==> src/rtl/uart_pkg.sv <==
// Shared types and constants for the UART receive path.
`timescale 1ns/1ps
package uart_pkg;

  typedef enum logic [2:0] {
    IDLE  = 3'd0,
    START = 3'd1,
    DATA  = 3'd2,
    STOP  = 3'd3,
    BREAK = 3'd4
  } rx_state_t;

  localparam int UART_DATA_BITS       = 8;
  localparam int DEFAULT_CLKS_PER_BIT = 10416;

endpackage

==> src/rtl/uart_rx_frame_if.sv <==
// Byte-output bundle from the UART receiver to the status-decode stage.
`timescale 1ns/1ps
interface uart_rx_frame_if;
  import uart_pkg::*;

  logic [UART_DATA_BITS-1:0] data_receive;
  logic                      data_valid;
  logic                      frame_err;
  logic                      busy;

  modport master (
    output data_receive,
    output data_valid,
    output frame_err,
    output busy
  );

  modport slave (
    input data_receive,
    input data_valid,
    input frame_err,
    input busy
  );
endinterface

==> src/rtl/sync_ff.sv <==
// Multi-stage synchronizer for a single asynchronous input; flops preset high.
`timescale 1ns/1ps
module sync_ff #(
  parameter int SYNC_STAGES = 2
) (
  input  logic clk,
  input  logic rst_n,
  input  logic d,
  output logic q
);

  logic [SYNC_STAGES-1:0] chain_r;

  // shift the asynchronous input through the synchronizer chain
  always_ff @(posedge clk or negedge rst_n) begin
    if (!rst_n) begin
      chain_r <= {SYNC_STAGES{1'b1}};
    end else begin
      chain_r <= {chain_r[SYNC_STAGES-2:0], d};
    end
  end

  assign q = chain_r[SYNC_STAGES-1];

endmodule

==> src/rtl/uart_rx_frame.sv <==
// UART byte receiver: mid-bit sampling, glitch rejection, framing-error and break handling.
`timescale 1ns/1ps
module uart_rx_frame
  import uart_pkg::*;
#(
  parameter int CLKS_PER_BIT = DEFAULT_CLKS_PER_BIT,
  parameter int SYNC_STAGES  = 2
) (
  input  logic            clk,
  input  logic            rst_n,
  input  logic            rx,
  uart_rx_frame_if.master bus
);

  localparam int CNT_W = $clog2(CLKS_PER_BIT);
  localparam int IDX_W = $clog2(UART_DATA_BITS);
  localparam logic [CNT_W-1:0] HALF_M1  = CNT_W'(CLKS_PER_BIT / 2 - 1);
  localparam logic [CNT_W-1:0] FULL_M1  = CNT_W'(CLKS_PER_BIT - 1);
  localparam logic [IDX_W-1:0] LAST_IDX = IDX_W'(UART_DATA_BITS - 1);

  logic rx_s;

  rx_state_t                 state_r, state_nx;
  logic [CNT_W-1:0]          cnt_r, cnt_nx;
  logic [IDX_W-1:0]          idx_r, idx_nx;
  logic [UART_DATA_BITS-1:0] shift_r, shift_nx;
  logic [UART_DATA_BITS-1:0] data_r, data_nx;
  logic                      valid_r, valid_nx;
  logic                      ferr_r, ferr_nx;
  logic                      busy_r, busy_nx;

  sync_ff #(.SYNC_STAGES(SYNC_STAGES)) u_rx_sync (
    .clk   (clk),
    .rst_n (rst_n),
    .d     (rx),
    .q     (rx_s)
  );

  // state, counters and registered outputs
  always_ff @(posedge clk or negedge rst_n) begin
    if (!rst_n) begin
      state_r <= IDLE;
      cnt_r   <= '0;
      idx_r   <= '0;
      shift_r <= '0;
      data_r  <= '0;
      valid_r <= 1'b0;
      ferr_r  <= 1'b0;
      busy_r  <= 1'b0;
    end else begin
      state_r <= state_nx;
      cnt_r   <= cnt_nx;
      idx_r   <= idx_nx;
      shift_r <= shift_nx;
      data_r  <= data_nx;
      valid_r <= valid_nx;
      ferr_r  <= ferr_nx;
      busy_r  <= busy_nx;
    end
  end

  // next-state and output decode
  always_comb begin
    state_nx = state_r;
    cnt_nx   = cnt_r;
    idx_nx   = idx_r;
    shift_nx = shift_r;
    data_nx  = data_r;
    valid_nx = 1'b0;
    ferr_nx  = 1'b0;
    case (state_r)
      IDLE: begin
        if (!rx_s) begin
          state_nx = START;
          cnt_nx   = '0;
        end else begin
          state_nx = IDLE;
        end
      end
      START: begin
        // a start bit that is high again at its centre was only a glitch
        if (cnt_r == HALF_M1) begin
          if (rx_s) begin
            state_nx = IDLE;
          end else begin
            state_nx = DATA;
            cnt_nx   = '0;
            idx_nx   = '0;
          end
        end else begin
          cnt_nx = cnt_r + CNT_W'(1);
        end
      end
      DATA: begin
        if (cnt_r == FULL_M1) begin
          cnt_nx   = '0;
          shift_nx = {rx_s, shift_r[UART_DATA_BITS-1:1]};
          if (idx_r == LAST_IDX) begin
            state_nx = STOP;
          end else begin
            idx_nx = idx_r + IDX_W'(1);
          end
        end else begin
          cnt_nx = cnt_r + CNT_W'(1);
        end
      end
      STOP: begin
        if (cnt_r == FULL_M1) begin
          cnt_nx = '0;
          if (rx_s) begin
            data_nx  = shift_r;
            valid_nx = 1'b1;
            state_nx = IDLE;
          end else begin
            ferr_nx  = 1'b1;
            state_nx = BREAK;
          end
        end else begin
          cnt_nx = cnt_r + CNT_W'(1);
        end
      end
      BREAK: begin
        if (rx_s) begin
          state_nx = IDLE;
        end else begin
          state_nx = BREAK;
        end
      end
      default: begin
        state_nx = IDLE;
      end
    endcase
  end

  assign busy_nx = (state_nx != IDLE);

  assign bus.data_receive = data_r;
  assign bus.data_valid   = valid_r;
  assign bus.frame_err    = ferr_r;
  assign bus.busy         = busy_r;

endmodule

==> src/flat_wrapper.sv <==
// flat-port wrapper written by rule: the top's interface ports become plain ports
module uart_rx_frame_flat import uart_pkg::*;
#(
  parameter int CLKS_PER_BIT = DEFAULT_CLKS_PER_BIT,
  parameter int SYNC_STAGES  = 2
)
  (clk, rst_n, rx, bus_data_receive, bus_data_valid, bus_frame_err, bus_busy);
  uart_rx_frame_if bus_i ();
  input  logic clk;
  input  logic rst_n;
  input  logic rx;
  output wire logic [$bits(bus_i.data_receive)-1:0] bus_data_receive;
  output wire logic [$bits(bus_i.data_valid)-1:0] bus_data_valid;
  output wire logic [$bits(bus_i.frame_err)-1:0] bus_frame_err;
  output wire logic [$bits(bus_i.busy)-1:0] bus_busy;
  assign bus_data_receive = bus_i.data_receive;
  assign bus_data_valid = bus_i.data_valid;
  assign bus_frame_err = bus_i.frame_err;
  assign bus_busy = bus_i.busy;
  uart_rx_frame #(.CLKS_PER_BIT(CLKS_PER_BIT), .SYNC_STAGES(SYNC_STAGES)) u_core (.clk(clk), .rst_n(rst_n), .rx(rx), .bus(bus_i));
endmodule
==> config.mk <==
export PLATFORM = sky130hd
export DESIGN_NAME = uart_rx_frame_flat
export DESIGN_NICKNAME = d
export VERILOG_FILES = /design/src/rtl/uart_pkg.sv /design/src/rtl/uart_rx_frame_if.sv /design/src/rtl/sync_ff.sv /design/src/rtl/uart_rx_frame.sv /design/src/flat_wrapper.sv
export SDC_FILE = /design/constraint.sdc
export NUM_CORES = 1
export LEC_CHECK = 0
export ABC_AREA = 1
export BUFFER_PORTS_ARGS = -buffer_cell sky130_fd_sc_hd__buf_2
export CAP_MARGIN = 20
export CELL_PAD_IN_SITES_DETAIL_PLACEMENT = 1
export CELL_PAD_IN_SITES_GLOBAL_PLACEMENT = 2
export CORE_MARGIN = 3
export CORE_UTILIZATION = 35
export CTS_CLUSTER_SIZE = 14
export DETAILED_ROUTE_END_ITERATION = 8
export GPL_TIMING_DRIVEN = 1
export HOLD_SLACK_MARGIN = 0.05
export PLACE_DENSITY_LB_ADDON = 0.05
export SKIP_CTS_REPAIR_TIMING = 1
export SLEW_MARGIN = 20
export SYNTH_ARGS = -nofsm -noshare
export SYNTH_HDL_FRONTEND = slang
export SYNTH_SLANG_ARGS = --single-unit
==> constraint.sdc <==
create_clock -name clk -period 1.99 [get_ports clk]
set_input_delay 0.0995 -clock clk [delete_from_list [all_inputs] [get_ports clk]]
set_output_delay 0.0995 -clock clk [all_outputs]
set_load 0.02 [all_outputs]
==> Word level (Yosys, flattened, before mapping) <==
Index checks and enable logic that the tools add are counted.
{ "op_classes": {"addsub": 2, "n_mux": 23, "eq_ne": 11, "n_reduce_logical": 8} }
{ "op_table": {"columns": ["cell", "n"], "rows": [
  ["two-way mux 14 bit", 3],
  ["case mux 14 bit (3 select lines)", 1],
  ["two-way mux 3 bit", 9],
  ["case mux 3 bit (5 select lines)", 1],
  ["adder 14 x 1 -> 14 bit (second input constant)", 1],
  ["equality test 14 x 13 -> 1 bit (second input constant)", 1],
  ["equality test 14 bit (second input constant)", 1],
  ["two-way mux 1 bit", 7],
  ["equality test 3 x 2 -> 1 bit (second input constant)", 2],
  ["equality test 3 bit (second input constant)", 2],
  ["case mux 3 bit (2 select lines)", 1],
  ["nonzero test 3 bit", 2],
  ["AND reduction 5 bit", 1],
  ["inequality test 2 x 1 -> 1 bit (second input constant)", 2],
  ["inequality test 2 bit (second input constant)", 2],
  ["adder 3 x 1 -> 3 bit (second input constant)", 1],
  ["equality test 3 x 1 -> 1 bit (second input constant)", 1],
  ["zero test 3 bit", 1],
  ["AND reduction 3 bit", 1],
  ["two-way mux 2 bit", 1],
  ["AND reduction 2 bit", 1],
  ["nonzero test 2 bit", 1],
  ["OR reduction 2 bit", 1]
]} }
{ "word_totals": {"wordCells": 53, "inputBits": 3, "register_bits": 41, "output_inout_bits": 11} }

==> Logic depth before layout (Yosys ltp) <==
Gate-level depths: netlist of the first run.
{ "logic_depth": {"depth_word": 5, "mapped_depth": 12, "ltp_nobuf": 11} }

==> By module <==
A second synthesis of the first run with hierarchy kept.
{ "hier_totals": {"cells_unflattened": 318, "hier_area_um2": 2314.7} }
{ "by_module_without_submodules": {"columns": ["module", "cells_each", "area_each_um2", "seq_area_each_um2", "instances"], "rows": [
  ["uart_rx_frame", 316, 2262.2, 975.9, 1],
  ["sync_ff", 2, 52.6, 52.6, 1]
]} }

==> Least setup slack after synthesis of the first run <==
OpenSTA, ideal clock, no wires.
{ "synth_path": {"path_type": "register to register", "start": "register u_core.cnt_r[0]", "end": "register u_core.busy_r, in the netlist u_core.bus.busy", "slack_ns": 0.408, "t_required_ns": 1.871, "arrival_time_ns": 1.463, "setup_time_ns": 0.119, "synth_period_minus_slack_ns": 1.582, "path_buffers": 1, "stages_incl_launch_ff": 10, "path_cell_list": "dfrtp_1 -> ha_1 -> nand3_2 -> nor2_4 -> nand2_2 -> nand2_2 -> nand2_4 -> buf_6 -> a21oi_2 -> nand2_1"} }
{ "synth_between": {"elab_chain_len": 4, "elab_cells_between_ends": 7, "cone_classes": "eq/ne: 2; mux: 4; reduce/logical: 1"} }
{ "synth_rtl": {"columns": ["element", "line_no", "text"], "rows": [
  ["from (decl)", "uart_rx_frame.sv:24", "logic [CNT_W-1:0] cnt_r, cnt_nx;"],
  ["from (signal assigned)", "uart_rx_frame.sv:52", "cnt_r <= cnt_nx;"],
  ["equality test 14 bit or equality test 14 x 13 -> 1 bit (tied branches)", "uart_rx_frame.sv:95, uart_rx_frame.sv:108, uart_rx_frame.sv:82", null],
  ["two-way mux 3 bit (on tied branches)", "uart_rx_frame.sv:108, uart_rx_frame.sv:82, uart_rx_frame.sv:95", null],
  ["case mux 3 bit (5 select lines) *", "uart_rx_frame.sv:71", "case (state_r)"],
  ["nonzero test 3 bit *", "uart_rx_frame.sv:135", "assign busy_nx = (state_nx != IDLE);"],
  ["net u_core.busy_nx", "uart_rx_frame.sv:30", "logic busy_r, busy_nx;"],
  ["to (signal assigned)", "uart_rx_frame.sv:58", "busy_r <= busy_nx;"],
  ["to (decl)", "uart_rx_frame.sv:30", null]
]} }
The timed path passes the listed nets; every way through them passes the cells marked *.
A chain may end at the register's enable or synchronous reset.

==> Worst setup path in the final report of the first run <==
{ "layout_path": {"start": "register u_core.cnt_r[0]", "end": "register u_core.cnt_r[11]"} }
{ "layout_between": {"elab_chain_len": 3, "elab_cells_between_ends": 6, "cone_classes": "add/sub: 1; eq/ne: 2; mux: 3"} }
{ "layout_rtl": {"columns": ["element", "line_no"], "rows": [
  ["adder 14 x 1 -> 14 bit, or another cell as far along", "uart_rx_frame.sv:91, uart_rx_frame.sv:104, uart_rx_frame.sv:119"],
  ["two-way mux 14 bit (on tied branches)", "uart_rx_frame.sv:95, uart_rx_frame.sv:108, uart_rx_frame.sv:82"],
  ["case mux 14 bit (3 select lines) *", "uart_rx_frame.sv:71"]
]} }
Every way passes the cells marked *; elsewhere a longest branch is shown, timed or not.

==> results of run 1 <==
[registers in the layout, summed over array words and instances, names as in the netlist]
register and flops:
u_core.cnt_r 14, u_core.u_rx_sync.chain_r 2, u_core.shift_r 8, u_core.idx_r 3, u_core.state_r 3, u_core.bus.busy 1
u_core.bus.frame_err 1, u_core.bus.data_receive 8, u_core.bus.data_valid 1
[synthesized netlist by cell type]
master,n,share of area [%]
nand3_2,5,2.2
o21ai_1,13,2.8
inv_1,33,5.4
nand4_1,6,1.6
inv_2,5,0.82
and2_1,1,0.27
o211ai_1,1,0.33
nor2_2,5,1.4
xnor2_1,1,0.38
nand3_1,24,5.2
nand2_1,92,15
inv_4,1,0.27
a31oi_1,1,0.27
nand2_2,7,1.9
o21ai_0,3,0.65
a21oi_2,2,0.76
ha_1,4,2.2
nor3_1,3,0.65
nor2_1,28,4.6
dfrtp_1,39,43
dfstp_2,2,2.3
nand2_4,3,1.5
a21oi_1,7,1.5
nor2_4,4,2.0
o22ai_2,1,0.55
xor2_1,3,1.1
buf_6,2,0.98
buf_2,3,0.65
[final cells by class]
type / count / area, um2
clock buffers: 7 / 96.3
clock inverters: 1 / 8.76
fillers: 786 / 3550
inverters: 39 / 149
multi-input cells: 214 / 1080
flip-flops and latches: 41 / 1030
well taps: 75 / 93.8
repair buffers: 19 / 128
[worst reg2reg max path: stages (launching register included)]
cell     delay, ns
dfrtp_2       0.44
ha_1          0.24
nand3_2       0.17
nor2_4        0.21
nand2_2       0.08
nand2_2       0.10
nand2_4       0.13
inv_1         0.16
o21ai_0       0.10
[path summary, 6_finish.rpt]
kind | start | to | cells past startpoint
setup reg to reg | u_core.cnt_r[0]$_DFFE_PN0P_ | u_core.cnt_r[11]$_DFFE_PN0P_ | 8
setup / recovery | u_core.cnt_r[0]$_DFFE_PN0P_ | u_core.cnt_r[11]$_DFFE_PN0P_ | 8
hold reg to reg | u_core.u_rx_sync.chain_r[0]$_DFF_PN1_ | u_core.u_rx_sync.chain_r[1]$_DFF_PN1_ | 0
hold / removal | rst_n | u_core.cnt_r[7]$_DFFE_PN0P_ | 2
max in group asynchronous | rst_n | u_core.u_rx_sync.chain_r[1]$_DFF_PN1_ | 3
min in group clk | u_core.u_rx_sync.chain_r[0]$_DFF_PN1_ | u_core.u_rx_sync.chain_r[1]$_DFF_PN1_ | 0
[power breakdown]
part / total (uW) / internal (uW) / switching, uW
sequential: 837 / 836 / 0.942
combinational: 34.6 / 10.2 / 24.4
clock: 626 / 321 / 306
[cell usage in the layout, fill, tap and decap left out, drive strengths merged, types with 3 or more instances in the layout]
cell    count
a21oi       9
buf        17
clkbuf      7
dfrtp      39
ha          4
inv        40
nand2     102
nand3      29
nand4       6
nor2       37
nor3        3
o21ai      16
xor2        3
[metrics by stage]
stage	instances	cell area [um2]	hold WS, ns	setup WS [ns]
after floorplan	299	2290	-0.196	0.408
after global placement	386	2460	0.114	0.186
after detailed placement	386	2460	0.121	0.184
after CTS	394	2560	-0.209	0.159
after global routing	396	2580	0.346	0.0805
final	396	2580	0.300	0.237
[layer usage]
layer / track usage [%] / vias to the layer above
li1: - / 985
met1: 24.6 / 900
met2: 26.8 / 24
met3: 2.84 / 6
met4: 4.25 / 0
met5: 0 / -
[cells by family after synthesis]
group | after synthesis | share of synthesized area (%)
AND/OR/NAND/NOR | 178 | 36.4
buffers and inverters | 44 | 8.13
flip-flops | 41 | 44.9
AO/OA/AOI/OAI | 28 | 6.93
XOR/XNOR | 4 | 1.53
adder cells (fa/ha/maj) | 4 | 2.18
==> metrics.md, run 1 <==
| Metric | Value |
|---|---|
| Status | finished, final reports clean |
| IO Pins | 14 |
| Die area | 0.00756 mm2 |
| Die height | 86.9 um |
| Core area | 0.00613 mm2 |
| Min-Delay Path Class | input port to async pin |
| Met1 WL | 2920 um |
| Max VDD drop | 0.468 mV |
| Total power | 1500 uW |
| Fmax | 570 MHz |
| H-tree depth reported by CTS | 2 |
| Wire per inst | 14.5 um |
| Slowest cell delay on critical path | 0.44 ns |
| CP Max Fanout | 15 |
| Critical path's slowest cell | dfrtp_2 |
| Fraction of layout cells with a size suffix above 1 | 19.0% |
| Ant diodes | 0 |
| Sequential share of the synthesized area | 44.9% |
| Post-synthesis cell area | 0.00229 mm2 |
| DRC violations left | 0 |
| CP Buf/Inv Count | 1 |
| Row cnt | 28 |
| Critical Path RT | 2.17 ns |
| CP top delay family | simple AND/OR/NAND/NOR gates |
| Vias per cell | 4.84 |
| Setup TNS | 0 ns |
| Detailed-route wire length | 5740 um |
| Worst-Skew Late Latency | 0.30 ns |
| Vias | 1915 |
| Drt initial violations | 54 |
| Die W | 86.9 um |
| Gpl congestion | 0.828 |
| # nets final | 327 |
| Critical Path Start Type | flip-flop |
| Post-route ant nets | 0 |
| Minimum clock period | 1.75 ns |
| Util after Layout | 42.1% |
| First-pass GRT wire length | 9940 um |
| Flops & latches, synth | 41 |
| HPWL after DPL | 4430 um |
| R2R Setup Slk | 0.24 ns |
| Crit path DAT | 1.93 ns |
| Syn nets | 306 |
| Top Metal Used | met4 |
| Slew @ Worst Pin | 0.517 ns |
| P per Cell Area | 580 mW/mm2 |
| Crit Path Class | flip-flop to flip-flop |
| Post-synthesis cell type count | 28 |
| Synthesis-to-layout area growth | 12.7% |
| Clock buffer depth | 2 |
| Fin. max-slew vios | 0 |
| TritonCTS clock tree | built |
| Starting Density | 37.4% |
| Maxcap violations | 0 |
| Setup crit end kind | flip-flop |
| CTS Root Buffer Type | clkbuf_8 |
| Met2 WL | 2600 um |
| GRT overflow | 0 |
| Leak | 0.00127 uW |
| CP Cell Sequence | ha_1 > nand3_2 > nor2_4 > nand2_2 > nand2_2 > nand2_4 > inv_1 > o21ai_0 |
| Clk slew on worst S/H paths | 0.08 ns |
| Final setup fails | 0 |
| IO Port Bufs | 13 |
| Sinks on Clock Net | 41 |
| Synth warnings | 0 |
| Initial DRT Pass Iterations | 4 |
| Vias in the first global route | 1990 |
| Critical Path Most Common Cell | nand2_2 |
| WL met3 | 151 um |
| Initial antenna violation count | 0 |
| Largest net degree at the start of global routing | 23 |
| Unrepaired setup endpoints after global routing | no |
| Cells after Synth | 299 |
| Clk_skew | 0.00511 ns |
| CTS buffer count | 5 |
| GRT Util Overall | 17.1% |
| Relative slew margins | 65.5% |
| Tcrit/Tclk final | 88.1% |
| Avg Inst Size Synth | 7.67 um2 |
| Final hold vios | 0 |
Note: power is estimated with default switching activity, not from simulation.
==> inputs of run 2 (changes only) <==
- RECOVER_POWER: default -> 25
==> run 2 against run 1 <==
- global-route usage did not move
- final cell count stayed put
- sequential cell count unchanged
- cell area about the same
- combinational power is essentially flat
- count of clock-buffer cells in the layout stayed put
- register-to-register slack about the same
- total power barely moved
- critical path type unchanged
- critical endpoint unchanged
- largest cell class unchanged
==> metrics.md, run 2 (synthesis gave the netlist of run 1 again) <==
| Metric | Value |
|---|---|
| Status | finished, final reports clean (unchanged) |
| Maxcap violations | 0 (unchanged) |
| CP top delay family | simple AND/OR/NAND/NOR gates (unchanged) |
| Drt initial violations | 54 (unchanged) |
| IO Pins | 14 (unchanged) |
| CP Buf/Inv Count | 1 (unchanged) |
| HPWL after DPL | 4430 um (unchanged) |
| Initial DRT Pass Iterations | 4 (unchanged) |
| Slowest cell delay on critical path | 0.44 ns (about the same) |
| Detailed-route wire length | 5730 um (was 5740 um) |
| Sequential Area | 0.00103 mm2 (unchanged) |
| Multi-input logic area | 0.00108 mm2 (unchanged) |
| Commonest non-fill, non-tap cell in the layout | nand2_1 (unchanged) |
| Largest register by flop count | u_core.cnt_r (unchanged) |
| CP Cell Sequence | ha_1 > nand3_2 > nor2_4 > nand2_2 > nand2_2 > nand2_4 > inv_1 > o21ai_0 (unchanged) |
| Setup crit end kind | flip-flop (unchanged) |
| Crit path DAT | 1.93 ns (about the same) |
| Die W | 86.9 um (unchanged) |
| H-tree depth reported by CTS | 2 (unchanged) |
| DP Area | 0.00246 mm2 (unchanged) |
| Die height | 86.9 um (unchanged) |
| Max VDD drop | 0.468 mV (unchanged) |
| CP Max Fanout | 15 (unchanged) |
| Critical Path Start Type | flip-flop (unchanged) |
| Critical Path RT | 2.17 ns (about the same) |
| Largest net degree at the start of global routing | 23 (unchanged) |
| Initial antenna violation count | 0 (unchanged) |
| Crit Path Class | flip-flop to flip-flop (unchanged) |
| Fmax | 570 MHz (about the same) |
| GRT Util Overall | 17.1% (unchanged) |
| Min-Delay Path Class | flip-flop to flip-flop (was input port to async pin) |
| Final Cell Area | 0.00258 mm2 (about the same) |
| DRC violations left | 0 (unchanged) |
| Post-route ant nets | 0 (unchanged) |
| Wire per inst | 14.5 um (about the same) |
| First-pass GRT wire length | 9940 um (unchanged) |
| Fraction of layout cells with a size suffix above 1 | 18.7% (was 19.0%) |
| Clock buffer depth | 2 (unchanged) |
| Vias per cell | 4.84 (unchanged) |
| Leak | 0.00127 uW (about the same) |
| Fillers | 787 (was 786) |
| GRT overflow | 0 (unchanged) |
| Setup TNS | 0 ns (unchanged) |
| Critical path's slowest cell | dfrtp_2 (unchanged) |
| Final hold vios | 0 (unchanged) |
| IO Port Bufs | 13 (unchanged) |
| Starting Density | 37.4% (unchanged) |
| Minimum clock period | 1.75 ns (about the same) |
| Tcrit/Tclk final | 88.1% (about the same) |
| P per Cell Area | 580 mW/mm2 (about the same) |
| Clk_skew | 0.00511 ns (unchanged) |
| Vias | 1915 (unchanged) |
| Fin. max-slew vios | 0 (unchanged) |
| Vias in the first global route | 1990 (unchanged) |
| Sinks on Clock Net | 41 (unchanged) |
| Row cnt | 28 (unchanged) |
| # nets final | 327 (unchanged) |
| CTS Root Buffer Type | clkbuf_8 (unchanged) |
| Most frequent cells in the layout | nand2_1, dfrtp_1, inv_1 (unchanged) |
| Core area | 0.00613 mm2 (unchanged) |
| Hold_ws | 0.364 ns (was 0.300 ns) |
| Worst-Skew Late Latency | 0.30 ns (about the same) |
| Final setup fails | 0 (unchanged) |
| Total power | 1500 uW (about the same) |
| Critical Path Most Common Cell | nand2_2 (unchanged) |
| TritonCTS clock tree | built (unchanged) |
| Relative slew margins | 17.1% (was 65.5%) |
| CTS buffer count | 5 (unchanged) |
| Synthesis-to-layout area growth | 12.6% (was 12.7%) |
| Ant diodes | 0 (unchanged) |
| Unrepaired setup endpoints after global routing | no (unchanged) |
| Slew @ Worst Pin | 1.24 ns (was 0.517 ns) |
| Die area | 0.00756 mm2 (unchanged) |
| Gpl congestion | 0.828 (unchanged) |
| Clk slew on worst S/H paths | 0.08 ns (about the same) |
| Max FFs per register | 14 (unchanged) |
## run 2: cell types whose count changed in the layout (fill, tap and decap cells not counted)
| cell | before | now |
|---|---|---|
| buf_2 | 13 | 12 |
| clkbuf_1 | 0 | 1 |
## run 2: layout make-up
class                   count  share of cell area, %
multi-input cells         214                   41.7
flip-flops and latches     41                   39.9
inverters                  39                   5.77
repair buffers             19                   4.90
clock buffers               7                   3.73
well taps                  75                   3.64
clock inverters             1                  0.339
## run 2: stage by stage
step	util, %	setup slack, ns	instances
6_report	42.1	0.237	396
5_1_grt	42.1	0.0805	396
4_1_cts	41.8	0.159	394
3_5_place_dp	40.1	0.184	386
3_3_place_gp	40.1	0.186	386
2_1_floorplan	-	0.408	299
## run 2: where the power goes
group | internal (uW) | total (uW) | switching (uW)
clock | 321 | 626 | 306
combinational | 9.98 | 34.4 | 24.4
sequential | 836 | 837 | 0.942
total | 1170 | 1500 | 331
## run 2: worst paths after layout
check	slack, ns	cells after the start	startpoint	to
setup reg to reg	0.24	8	u_core.cnt_r[0]$_DFFE_PN0P_	u_core.cnt_r[11]$_DFFE_PN0P_
setup / recovery	0.24	8	u_core.cnt_r[0]$_DFFE_PN0P_	u_core.cnt_r[11]$_DFFE_PN0P_
min in group asynchronous	0.58	2	rst_n	u_core.cnt_r[7]$_DFFE_PN0P_
hold / removal	0.36	0	u_core.u_rx_sync.chain_r[0]$_DFF_PN1_	u_core.u_rx_sync.chain_r[1]$_DFF_PN1_
hold reg to reg	0.36	0	u_core.u_rx_sync.chain_r[0]$_DFF_PN1_	u_core.u_rx_sync.chain_r[1]$_DFF_PN1_
max in group asynchronous	0.59	2	rst_n	u_core.cnt_r[0]$_DFFE_PN0P_
## run 2: per-layer routing
layer  track usage, %  vias up  wire [um]
li1                 -      985          -
met1             24.6      900       2920
met2             26.8       24       2600
met3             2.84        6        152
met4             4.25        0         62
met5                0        -          0
